File: src/rtl/maze_game_core.sv
//------------------------------------------------------------------------------
// Module      : maze_game_core
// Description : Seven-room directional adventure responder with sword,
//               move counter and sticky dead/win status.
//               Optional move budget enabled by defining GAME_MOVE_LIMIT_EN.
// Revision    : 1.0 - initial release
//------------------------------------------------------------------------------
`default_nettype none

module maze_game_core #(
    parameter int MAX_MOVES = 32,
    parameter int CNT_W     = 6
) (
    input  logic             clock,
    input  logic             R_n,
    input  logic             n,
    input  logic             s,
    input  logic             e,
    input  logic             w,
    output logic             d,
    output logic             win,
    output logic [2:0]       room,
    output logic             sword,
    output logic [CNT_W-1:0] moves
);

    localparam logic [2:0] C_CAVE   = 3'd0;
    localparam logic [2:0] C_TUNNEL = 3'd1;
    localparam logic [2:0] C_RIVER  = 3'd2;
    localparam logic [2:0] C_STASH  = 3'd3;
    localparam logic [2:0] C_DEN    = 3'd4;
    localparam logic [2:0] C_VAULT  = 3'd5;
    localparam logic [2:0] C_GRAVE  = 3'd6;

    localparam logic [3:0] C_DIR_N = 4'b1000;
    localparam logic [3:0] C_DIR_S = 4'b0100;
    localparam logic [3:0] C_DIR_E = 4'b0010;
    localparam logic [3:0] C_DIR_W = 4'b0001;

    localparam logic [CNT_W-1:0] C_MOVES_SAT = {CNT_W{1'b1}};

    logic [2:0]       r_room;
    logic             r_sword;
    logic [CNT_W-1:0] r_moves;

    logic [2:0]       w_room_nxt;
    logic             w_sword_nxt;
    logic [CNT_W-1:0] w_moves_nxt;
    logic [3:0]       w_dir;
    logic             w_single;
    logic             w_roaming;
    logic             w_limit;

    assign w_dir     = {n, s, e, w};
    // Exactly one request bit: nonzero and a power of two.
    assign w_single  = (w_dir != 4'd0) && ((w_dir & (w_dir - 4'd1)) == 4'd0);
    assign w_roaming = (r_room == C_CAVE) || (r_room == C_TUNNEL) ||
                       (r_room == C_RIVER) || (r_room == C_STASH);

`ifdef GAME_MOVE_LIMIT_EN
    localparam logic [CNT_W-1:0] C_MAX_MOVES = CNT_W'(MAX_MOVES);
    assign w_limit = w_roaming && (r_moves == C_MAX_MOVES);
`else
    assign w_limit = 1'b0;
`endif

    always_comb begin
        w_room_nxt  = r_room;
        w_moves_nxt = r_moves;
        if (w_limit) begin
            w_room_nxt = C_GRAVE;
        end else begin
            case (r_room)
                C_CAVE, C_TUNNEL, C_RIVER, C_STASH: begin
                    if (w_single) begin
                        if (r_moves != C_MOVES_SAT) begin
                            w_moves_nxt = r_moves + CNT_W'(1);
                        end
                        // Unlisted directions are walls: counted, room unchanged.
                        case (r_room)
                            C_CAVE: begin
                                if (w_dir == C_DIR_E) w_room_nxt = C_TUNNEL;
                            end
                            C_TUNNEL: begin
                                if (w_dir == C_DIR_W) w_room_nxt = C_CAVE;
                                if (w_dir == C_DIR_S) w_room_nxt = C_RIVER;
                            end
                            C_RIVER: begin
                                if (w_dir == C_DIR_N) w_room_nxt = C_TUNNEL;
                                if (w_dir == C_DIR_W) w_room_nxt = C_STASH;
                                if (w_dir == C_DIR_E) w_room_nxt = C_DEN;
                            end
                            C_STASH: begin
                                if (w_dir == C_DIR_E) w_room_nxt = C_RIVER;
                            end
                            default: w_room_nxt = r_room;
                        endcase
                    end
                end
                C_DEN:            w_room_nxt = r_sword ? C_VAULT : C_GRAVE;
                C_VAULT, C_GRAVE: w_room_nxt = r_room;
                default:          w_room_nxt = C_GRAVE;
            endcase
        end
    end

    assign w_sword_nxt = r_sword | (w_room_nxt == C_STASH);

    always_ff @(posedge clock or negedge R_n) begin
        if (!R_n) begin
            r_room  <= C_CAVE;
            r_sword <= 1'b0;
            r_moves <= '0;
        end else begin
            r_room  <= w_room_nxt;
            r_sword <= w_sword_nxt;
            r_moves <= w_moves_nxt;
        end
    end

    assign room  = r_room;
    assign sword = r_sword;
    assign moves = r_moves;
    assign d     = (r_room == C_GRAVE);
    assign win   = (r_room == C_VAULT);

endmodule

`default_nettype wire
File: config.mk
export PLATFORM = sky130hd
export DESIGN_NAME = maze_game_core
export DESIGN_NICKNAME = d
export VERILOG_FILES = /design/src/rtl/maze_game_core.sv
export SDC_FILE = /design/constraint.sdc
export NUM_CORES = 1
export LEC_CHECK = 0
export CAP_MARGIN = 40
export CORE_MARGIN = 1.5
export CORE_UTILIZATION = 46
export DETAILED_ROUTE_END_ITERATION = 8
export PLACE_DENSITY = 0.77
export SLEW_MARGIN = 30
export SYNTH_ARGS = -nofsm -noshare
export SYNTH_HDL_FRONTEND = slang
export SYNTH_SLANG_ARGS = --single-unit
File: constraint.sdc
create_clock -name clock -period 1.7 [get_ports clock]
set_input_delay 0.255 -clock clock [delete_from_list [all_inputs] [get_ports clock]]
set_output_delay 0.255 -clock clock [all_outputs]
set_load 0.01 [all_outputs]
==> impl_metrics.json, run 1 <==
{
  "status": "finished, final reports clean",
  "routabilityCongestion": 0.7871,
  "grt_pass1_vias": 601,
  "vias": 631,
  "clk_pin_slew_worst_paths_ns": 0.07,
  "synth_edf_count": 0,
  "synth_cells": 72,
  "clockRootBuffer": "clkbuf_4",
  "syn2layout_area_growth_pct": 42.65,
  "cp_cell_sequence": "clkdlybuf4s50_1 -> or4b_4 -> o311ai_4 -> buf_6 -> nand4_1 -> xnor2_1",
  "fmax_ghz": 0.6116,
  "whs_ns": 0.2930,
  "crit_path_start_kind": "primary input",
  "ys_seq_elements": 10,
  "period_share": 0.9618,
  "post-route-min-period_ns": 1.635,
  "maxCapViolCount": 0,
  "required_ns": 1.85,
  "use_met2": 0.3063,
  "synth_top_area_frac": 0.3584,
  "async_flop_share": 1.000,
  "dieArea_sq_um": 1761,
  "initial_utilization": 0.5171,
  "synth_area_leaders": "dfrtp_1, xnor2_1, or4b_4",
  "cts_buffers": 3,
  "dp.cells": 111,
  "worst_setup_path_end_kind": "register",
  "grt_max_degree": 14,
  "max-vdd-ir-drop_mv": 0.4229,
  "crit_family": "simple AND/OR/NAND/NOR gates",
  "busiest_layer": "met2",
  "post_cts_buffers": 0,
  "portBuffers": 17,
  "viasPerCell": 5.487,
  "core_sq_um": 1350,
  "antenna_cells": 0,
  "ys_types": 30,
  "synth_top_cell_by_area": "dfrtp_1",
  "crit_fanout": 4,
  "num-nets-final": 108,
  "relSlewSlack": 0.7077,
  "multi_input_area_sq_um": 407.9,
  "worst-path-buf-inv": 2,
  "grt_pass1_wl_mm": 2.539,
  "tightest_slew_ns": 0.4370,
  "io_pins": 18,
  "wl_mm": 1.488,
  "max_stage_delay_ns": 0.57,
  "tns_ns": 0,
  "drv_slew": 0,
  "avgSynthCellArea_sq_um": 9.697,
  "yosys_warnings": 0,
  "cellPowerDensity_nw_per_um2": 527.1,
  "initialDrtViolationCount": 11,
  "dp_hpwl_mm": 1.111,
  "rsz0062_at_grt": "no",
  "grt_util_met1": 0.2480,
  "fillers": 111,
  "die_h_um": 41.96,
  "h-tree-depth": 1,
  "die_w_um": 41.96,
  "skew_ns": 0.002923,
  "clk_latency_ns": 0.27,
  "grt_antenna_before_repair": 0,
  "final_util": 0.7377,
  "synth_nets": 79,
  "cts_tree": "yes",
  "cts_buffer_depth": 2,
  "holdBufCountCts": 0,
  "crit_type": "in -> reg",
  "hold_viol_final": 0,
  "grt_usage": 0.1869,
  "cp.arrival_ns": 1.79,
  "grt_overflow": 0,
  "drive_gt1_frac": 0.2200,
  "grt_use_met3": 0.06087,
  "ys_seq_area_frac": 0.3584,
  "yosys_most_used_dff": "dfrtp_1",
  "critPathSlowestCell": "or4b_4",
  "synthesis.area_sq_um": 698.2,
  "row_count": 13,
  "p_leak_nw": 0.4362,
  "cts_resized": 0,
  "cts.sinks": 10,
  "drc": 0,
  "seqCellArea_sq_um": 250.2,
  "ant_nets": 0,
  "drt_first_pass_iters": 4,
  "layout.cells.non_filler": 115,
  "hp-class": "in -> async",
  "setup_viol": 0,
  "wl_per_cell_um": 12.94
}
layer usage:
| metal | routed length [um] | vias up |
|---|---|---|
| li1 | - | 319 |
| met1 | 711 | 293 |
| met2 | 688 | 19 |
| met3 | 88 | 0 |
| met4 | 0 | 0 |
| met5 | 0 | - |
sequential cells by signal, summed over array words and instances, names as in the netlist:
signal and cells:
moves 6, room 3, sword 1
cells in the final DEF (no fill, tap or decap), drive strengths merged, types with 2 or more instances in the layout:
| cell type | netlist | layout |
|---|---|---|
| clkdlybuf4s50 | 0 | 14 |
| buf | 3 | 13 |
| dfrtp | 10 | 10 |
| xnor2 | 7 | 7 |
| nor2 | 6 | 6 |
| nand3 | 6 | 6 |
| nand2 | 4 | 4 |
| o21ai | 4 | 4 |
| clkbuf | 3 | 4 |
| nor2b | 3 | 3 |
| nor4b | 3 | 3 |
| dlymetal6s2s | 0 | 3 |
| nor3b | 2 | 2 |
| or4b | 2 | 2 |
| nor3 | 2 | 2 |
| a21oi | 2 | 2 |
| nand4 | 2 | 2 |
cell type report:
class / count / area share
Inverter: 1 / 0.003769
Clock buffer: 4 / 0.03643
Multi-Input combinational cell: 55 / 0.4095
Tap cell: 15 / 0.01884
Timing Repair Buffer: 30 / 0.2802
Sequential cell: 10 / 0.2513
worst reg2reg max path, stage by stage (launching register included):
cell and delay, ns:
dfrtp_1 0.41, ha_1 0.20, and3_1 0.19, nand3_1 0.21
nand3_4 0.11, mux2_4 0.30
report_power, final:
group	total, W	internal (W)	switching (W)
Sequential	0.000238	0.000238	0
Combinational	0.0000700	0.0000366	0.0000334
Clock	0.000217	0.000130	0.0000872
Total	0.000525	0.000404	0.000121
Yosys cell counts (all sizes together) (3+ instances only):
cell    count
nand2       4
nor4b       3
clkbuf      3
nand3       6
buf         3
o21ai       4
dfrtp      10
nor2        6
xnor2       7
nor2b       3
cell families after synthesis:
kind of cell,synth area share
buf+inv,0.05734
flops,0.3584
fa+ha+maj,0.01792
mux,0.02150
compound gates,0.1506
xor+xnor,0.08782
simple gates,0.3065
final timing paths:
kind	from	endpoint	slack [ns]	depth (start not counted)
min reg2reg	moves[5]$_DFFE_PN0P_	moves[5]$_DFFE_PN0P_	0.52	1
max reg2reg	moves[1]$_DFFE_PN0P_	moves[1]$_DFFE_PN0P_	0.16	5
max in group asynchronous	R_n	room[0]$_DFF_PN0_	1.10	1
min in group clock	w	room[1]$_DFF_PN0_	0.52	4
max	e	moves[2]$_DFFE_PN0P_	0.06	6
min	R_n	room[1]$_DFF_PN0_	0.29	1
per-stage QoR:
step / power, W / setup WS, ns / cell area (sq um)
floorplan: 0.0002817 / 0.08815 / 698.2
global placement: 0.0003094 / -0.2248 / 948.4
detailed placement: 0.0003112 / -0.2756 / 948.4
CTS: 0.0005293 / 0.004531 / 984.7
global route: 0.0005474 / 0.007410 / 996.0
finish: 0.0005249 / 0.06489 / 996.0
(Power assumes the default switching activity.)
==> run 2: changes to the inputs <==
Settings changed: SLEW_MARGIN 30 to 20.
==> results of run 2 <==
Final layout, timing and power as in run 1 (identical DEF).
==> run 3: changes to the inputs <==
Settings changed: ABC_AREA set to 1, CORE_UTILIZATION 46 to 45.
==> impl_metrics.json, run 3 <==
{
  "status": "finished, final reports clean",
  "grt_pass1_wl_mm": 2.145,
  "crit_fanout": 7,
  "hp-class": "in -> async",
  "synth_top_cell_by_area": "dfrtp_1",
  "row_count": 13,
  "dp.cells": 124,
  "fmax_ghz": 0.6381,
  "grt_max_degree": 11,
  "yosys_warnings": 0,
  "initial_utilization": 0.4881,
  "fillers": 110,
  "max-vdd-ir-drop_mv": 0.4867,
  "ff2ff_setup_slack_ns": 0.21,
  "worst_setup_path_end_kind": "output port",
  "drive_gt1_frac": 0.1316,
  "setup_ws_ns": 0.1328,
  "crit_path_start_kind": "register",
  "reg2reg_to": "moves[4]$_DFFE_PN0P_",
  "core_sq_um": 1318,
  "synth_cells": 90,
  "skew_ns": 0.001876,
  "final_util": 0.6752,
  "clk_pin_slew_worst_paths_ns": 0.07,
  "rsz0062_at_grt": "no",
  "ys_seq_elements": 10,
  "pre_cts_slack_ns": 0.06845,
  "dieArea_sq_um": 1665,
  "cts.sinks": 10,
  "clockRootBuffer": "clkbuf_4",
  "viasPerCell": 4.845,
  "cts_buffer_depth": 2,
  "final_common_cell": "nand2_1",
  "avgSynthCellArea_sq_um": 7.146,
  "yosys_most_used_dff": "dfrtp_1",
  "power.share.clock": 0.403,
  "drt_first_pass_iters": 4,
  "ys_types": 17,
  "syn2layout_area_growth_pct": 38.33,
  "synth_top_area_frac": 0.3891,
  "cp.arrival_ns": 1.31,
  "comb_power_share": 0.137,
  "period_share": 0.9219,
  "synth_common_cells": "nand2_1, inv_1, dfrtp_1, nand3_1, nor2_1",
  "holdBufCountCts": 0,
  "antenna_cells": 0,
  "clk_latency_ns": 0.26,
  "grt_overflow": 0,
  "portBuffers": 17,
  "dp_hpwl_mm": 1.108,
  "ys_seq_area_frac": 0.3891,
  "synth_edf_count": 0,
  "critical_path.endpoint": "room[0]",
  "num-nets-final": 122,
  "required_ns": 1.44,
  "yosys.cell_count.top_type": "nand2_1",
  "p_sw_frac": 0.2411,
  "finalInstanceArea_sq_um": 889.6,
  "hold_viol_final": 0,
  "synth_nets": 97,
  "drc": 0,
  "routabilityCongestion": 0.8658,
  "cts_tree": "yes",
  "tns_ns": 0,
  "h-tree-depth": 1,
  "synthesis.area_sq_um": 643.1,
  "layout.cells.non_filler": 129,
  "largest_reg_flops": 6,
  "crit_path_start": "room[0]$_DFF_PN0_",
  "relSlewSlack": 0.6841,
  "mostFrequentLayoutCells": "nand2_1, clkdlybuf4s50_1, inv_1",
  "maxCapViolCount": 0,
  "die_h_um": 40.81,
  "grt_antenna_before_repair": 0,
  "async_flop_share": 1.000,
  "p_sw_w": 0.0001305,
  "post-route-min-period_ns": 1.567,
  "die_w_um": 40.81,
  "io_pins": 18,
  "p_int_w": 0.0004109,
  "wl_per_cell_um": 11.16,
  "synth_area_leaders": "dfrtp_1, nand2_1, inv_1",
  "initialDrtViolationCount": 9,
  "reg2reg_from": "moves[1]$_DFFE_PN0P_",
  "ant_nets": 0,
  "cts_buffers": 3,
  "setup_viol": 0,
  "vias": 625,
  "p_leak_nw": 0.4357,
  "tightest_slew_ns": 0.4723,
  "drv_slew": 0,
  "crit_type": "reg -> out",
  "place_area_sq_um": 847.1,
  "wl_mm": 1.439,
  "grt_pass1_vias": 494,
  "p_seq_frac": 0.460,
  "grt_usage": 0.2034,
  "rr_worst_depth": 9,
  "cellPowerDensity_nw_per_um2": 608.6
}
## run 3: cell count changes after synthesis, moves of 3 or more
cell / previous run / this run
xnor2_1: 7 / 0
nor2b_1: 3 / 0
nor4b_1: 3 / 0
buf_2: 3 / 0
nor2_1: 6 / 9
nand2_1: 4 / 28
nand3_1: 5 / 9
nor2_2: 0 / 4
inv_1: 1 / 13
## run 3: worst min path at each step
stage	from	end
6_report	R_n	room[2]$_DFF_PN0_
5_1_grt	R_n	room[2]$_DFF_PN0_
4_1_cts	R_n	room[2]$_DFF_PN0_
3_5_place_dp	sword$_DFF_PN0_	sword$_DFF_PN0_
3_3_place_gp	sword$_DFF_PN0_	sword$_DFF_PN0_
2_1_floorplan	R_n	moves[0]$_DFFE_PN0P_
## run 3: metrics by stage
step	power (W)	hold WS [ns]
floorplan	0.0002869	-0.04059
detailed placement	0.0003280	0.4854
global placement	0.0003267	0.4895
global route	0.0005642	0.3361
CTS	0.0005451	0.3166
finish	0.0005414	0.3097
## run 3: repair_timing
action,CTS,global route
endpoints found under the setup margin,2,0
resized for setup,3,0
setup buffers,1,0
## run 3: area by class of cell
class	count	area (sq um)	share of cell area
timing repair buffer	20	190.2	0.2138
sequential	10	251.5	0.2827
multi-input combinational	67	344.1	0.3868
inverter	13	48.80	0.05485
clock buffer	4	36.28	0.04079
tap	15	18.77	0.02110
## run 3: kinds of logic (layout without fill, tap and decap cells)
logic type,count (synthesis),count (layout),synth area share
flip-flops,10,10,0.3891
buffers and inverters,13,37,0.07588
adder cells (fa/ha/maj),1,1,0.01945
AO/OA/AOI/OAI,8,8,0.07977
XOR/XNOR,3,3,0.05254
AND/OR/NAND/NOR,55,55,0.3833
## run 3: metal layers
layer,share of wire,vias to the layer above,GRT usage,wire length (um)
met5,0,-,0,0
met4,0.0076,0,0.1000,11
met3,0.031,2,0.04891,45
met2,0.45,8,0.3008,646
met1,0.51,284,0.2736,735
li1,-,331,-,-
## run 3: worst max-delay path: stages, from the launching register on
cell	delay [ns]
dfrtp_2	0.37
buf_4	0.14
clkdlybuf4s50_1	0.54
## run 3: power groups by stage
stage / combinational, W / sequential [W] / clock [W]
global placement: 0.0000725 / 0.000254 / 0
global route: 0.0000814 / 0.000250 / 0.000233
CTS: 0.0000745 / 0.000249 / 0.000221
detailed placement: 0.0000740 / 0.000254 / 0
finish: 0.0000740 / 0.000249 / 0.000218
floorplan: 0.0000278 / 0.000259 / 0
==> patch 1, RTL diff (flow settings as in run 3) <==
`CNT_W`: 6 -> 5.
--- a/src/rtl/maze_game_core.sv
+++ b/src/rtl/maze_game_core.sv
@@ -9,7 +9,7 @@
 
 module maze_game_core #(
     parameter int MAX_MOVES = 32,
-    parameter int CNT_W     = 6
+    parameter int CNT_W     = 5
 ) (
     input  logic             clock,
     input  logic             R_n,
Interface: changed (resized moves); port bits go from 18 to 17. The function was not compared with the original's and may differ.
==> patch 1 against run 3 <==
Design area fell by 5.9%. Sequential cell count down 1. Synthesized area decreased by 6.4%. Sequential share of layout area is 1.4 points lower. Die area shrank 6.0%. Worst setup slack got worse by 30 ps. Wire length shrank 15%. Largest power group unchanged. Non-clock buffer count did not move. Total power decreased by 22%. Hold slack worse by 13 ps.
==> patch 1: results (changes against run 3) <==
| Metric | Value |
|---|---|
| Initial antenna violation count | `0 (unchanged)` |
| Initial DRC Count | `16 (+7)` |
| Synth top area cells | `dfrtp_1 37%, nand2_1 14%, nand3_1 8.3%` |
| Layout cells sized above 1 | `17.3% (+4.1 points)` |
| Syn_nets | `88 (-9.3%)` |
| HPWL Detailed | `1010 um (-8.9%)` |
| Largest net degree at the start of global routing | `10 (-1)` |
| WL per Instance | `10.4 um (-6.9%)` |
| FF-to-FF Start | `moves[0]` |
| Gate Count Post-Synth | `80 (-11%)` |
| VDD IR max | `543 uV (+12%)` |
| Non-Filler Instances | `118 (-8.5%)` |
| GRT Util Overall | `18.7% (-1.6 points)` |
| DRT Pass-1 Iters | `4 (unchanged)` |
| Vias in the first global route | `476 (-3.6%)` |
| Via count | `575 (-8.0%)` |
| Arr. time, crit path | `1340 ps (+30 ps)` |
| Postcts setup bufs | `0 (-1)` |
| Number of flip-flops in the largest register | `5 (-1)` |
| Synth cell count leaders | `22 x nand2_1, 11 x nor2_1, 10 x nand3_1` |
| Status | `finished clean` |
| Input/output buffers | `16 (-1)` |
| Clock skew | `6.16 ps (+4.28 ps)` |
| Sequential share of the synthesized area | `37.4% (-1.5 points)` |
| Actual slew at the worst max-slew pin | `420 ps (-52.0 ps)` |
-- patch 1: cell types whose count changed after synthesis, moves of 3 or more --
| cell | before | now |
|---|---|---|
| inv_1 | 13 | 5 |
| nand2_1 | 28 | 22 |
| inv_2 | 0 | 4 |
| nor2_2 | 4 | 0 |
| o21ai_0 | 4 | 1 |
-- patch 1: stage by stage --
step | utilization [%] | instance area (um^2) | setup slack [ps]
floorplan | - | 602 | 99.6
global placement | 69.1 | 810 | 143
detailed placement | 69.1 | 810 | 123
CTS | 71.3 | 835 | 3.70
global route | 71.5 | 837 | 27.5
finish | 71.5 | 837 | 103
-- patch 1: final timing paths --
path	end	slack (ps)	cells past startpoint
worst max-delay path	room[0]	100	2
worst min register to register	sword	490	2
max in group asynchronous	sword	1100	1
worst min-delay path	moves[2]	300	1
worst max register to register	moves[0]	170	8
min in group clock	sword	490	2
-- patch 1: repair_timing --
item / CTS / global route
pin swaps: 0 / 0
setup endpoints to repair: 1 / 1
endpoints found under the hold margin: 0 / 0
resized for setup: 1 / 1
hold buffers: 0 / 0
-- patch 1: area by class of cell --
cell class                      count  area (um^2)
Tap cell                           14         17.5
Inverter                            9         33.8
Sequential cell                     9          225
Multi-Input combinational cell     62          343
Timing Repair Buffer               20          191
Clock buffer                        4         26.3
Fill cell                         103          334
-- patch 1: cell families (layout without fill, tap and decap cells) --
| family | Yosys count | in the layout | share of synthesized area (%) |
|---|---|---|---|
| AO/OA/AOI/OAI | 6 | 6 | 8.32 |
| XOR/XNOR | 2 | 2 | 2.91 |
| adder cells (fa/ha/maj) | 2 | 2 | 4.16 |
| buffers and inverters | 9 | 33 | 5.61 |
| flip-flops | 9 | 9 | 37.4 |
| AND/OR/NAND/NOR | 52 | 52 | 41.6 |
-- patch 1: routing by layer --
layer	GRT usage (%)	routed length, um	vias up
met5	0	0	-
met2	25.8	521	18
met1	26.6	632	249
met3	6.82	71	0
li1	-	-	308
met4	6.03	0	0
-- patch 1: where the power goes --
group	total (W)	internal, W	switching [W]	leakage, nW
clock network	0.000164	0.0000903	0.0000737	0.0150
registers	0.000214	0.000214	0	0.110
logic	0.0000446	0.0000205	0.0000241	0.326
total	0.000423	0.000325	0.0000978	0.451
==> patch 2, RTL diff (flow settings as in run 3) <==
Without the edit above. Add an input register stage for `n`, `s`, `e` and `w`, without a reset; this delays them by one clock.
--- a/src/rtl/maze_game_core.sv
+++ b/src/rtl/maze_game_core.sv
@@ -39,6 +39,18 @@
 
     localparam logic [CNT_W-1:0] C_MOVES_SAT = {CNT_W{1'b1}};
 
+    logic n_q;
+    logic s_q;
+    logic e_q;
+    logic w_q;
+
+    always_ff @(posedge clock) begin
+        n_q <= n;
+        s_q <= s;
+        e_q <= e;
+        w_q <= w;
+    end
+
     logic [2:0]       r_room;
     logic             r_sword;
     logic [CNT_W-1:0] r_moves;
@@ -51,7 +63,7 @@
     logic             w_roaming;
     logic             w_limit;
 
-    assign w_dir     = {n, s, e, w};
+    assign w_dir     = {n_q, s_q, e_q, w_q};
     // Exactly one request bit: nonzero and a power of two.
     assign w_single  = (w_dir != 4'd0) && ((w_dir & (w_dir - 4'd1)) == 4'd0);
     assign w_roaming = (r_room == C_CAVE) || (r_room == C_TUNNEL) ||
Check against the original RTL: not equivalent (a bounded check fails within 4 cycles, from zero or initial values).
==> patch 2 against run 3 <==
Design area increased by 10%. Utilization decreased by 2.5 points. Sequential cell count increased by 4. Worst setup slack got worse by 79 ps. Non-clock buffer count increased by 1. Hold slack got worse by 44 ps. Synthesized area increased by 12%. Wire length increased by 6.3%.
Power is not compared: it rests on default switching activity, and its combinational part moved more than twofold at a synthesized area within 25%.
==> patch 2: results (changes against run 3) <==
| Metric | Value |
|---|---|
| Status | `finished clean` |
| Clk_lat worst skew | `290 ps (+30 ps)` |
| Routed WL | `1530 um (+6.3%)` |
| Fraction of registers with async set/reset | `71.4% (-29 points)` |
| Setup slack, reg-to-reg | `250 ps (+40 ps)` |
| Layout cells sized above 1 | `14.3% (+1.1 points)` |
| PwrDens | `1450 nW/um^2` |
| Slew HR | `70.0% (+1.6 points)` |
| Initial DRC Count | `29 (+20)` |
| Arr. time, crit path | `1390 ps (+80 ps)` |
| Post-synthesis xor/xnor area fraction | `4.67% (-0.58 points)` |
| Placed Area | `921 um^2 (+8.7%)` |
| Adder-cell area share of the yosys netlist | `1.73% (-0.22 points)` |
| HPWL Detailed | `1060 um (-4.0%)` |
| Critical-path maximum fanout | `4 (-3)` |
| Post-synthesis compound-gate area fraction | `7.09% (-0.88 points)` |
| Sequential share of the synthesized area | `45.7% (+6.8 points)` |
| Clock-pin slew on the worst setup and hold paths | `90 ps (+20 ps)` |
| Crit. Startpoint | `room[1]` |
| Pre-CTS setup slack | `185 ps (+117 ps)` |
| Worst flop-to-flop path endpoint | `moves[2]` |
| Vias in the first global route | `605 (+22%)` |
| GRT Util Overall | `19.7% (-0.62 points)` |
| Synth cell types | `18 (+1)` |
| WL per Instance | `11.3 um (+1.5%)` |
| Hold slack final | `266 ps (-44.0 ps)` |
| Syn_nets | `101 (+4.1%)` |
| DR vias/cell | `4.99 (+3.0%)` |
| First-pass GRT wire length | `2580 um (+20%)` |
| RePlAce Congestion | `0.859 (-0.84%)` |
| Synth top area cells | `dfrtp_1 35%, nand2_1 15%, dfxtp_1 11%` |
| CP endpoint | `room[1]` |
| Layout Nets | `127 (+4.1%)` |
| Gate Count Post-Synth | `94 (+4.4%)` |
| VDD IR max | `887 uV` |
| Fmax | `0.608 GHz (-4.8%)` |
| Clock skew | `7.41 ps (+5.54 ps)` |
-- patch 2: cell count changes after synthesis, sizes merged --
| cell | change |
|---|---|
| dfxtp | +4 |
-- patch 2: final cells by class --
| cell class | count | area [um^2] |
|---|---|---|
| clock buffer | 4 | 36.3 |
| fill | 117 | 527 |
| inverter | 13 | 48.8 |
| multi-input combinational | 67 | 344 |
| sequential | 14 | 333 |
| tap | 16 | 20.0 |
| timing repair buffer | 21 | 198 |
-- patch 2: timing repair --
item	CTS	global route
setup endpoints to repair	2	0
endpoints found under the hold margin	0	0
gates resized for setup	4	0
buffers inserted	3	0
-- patch 2: per-layer routing --
metal	vias up	track usage, %	wire (um)
met5	-	0	0
met1	291	25.1	652
met2	28	28.4	699
met3	5	5.53	124
li1	350	-	-
met4	0	13.9	51
-- patch 2: critical path, stage by stage (launching register included) --
cell	delay [ps]
dfrtp_1	420
buf_4	150
clkdlybuf4s50_1	530
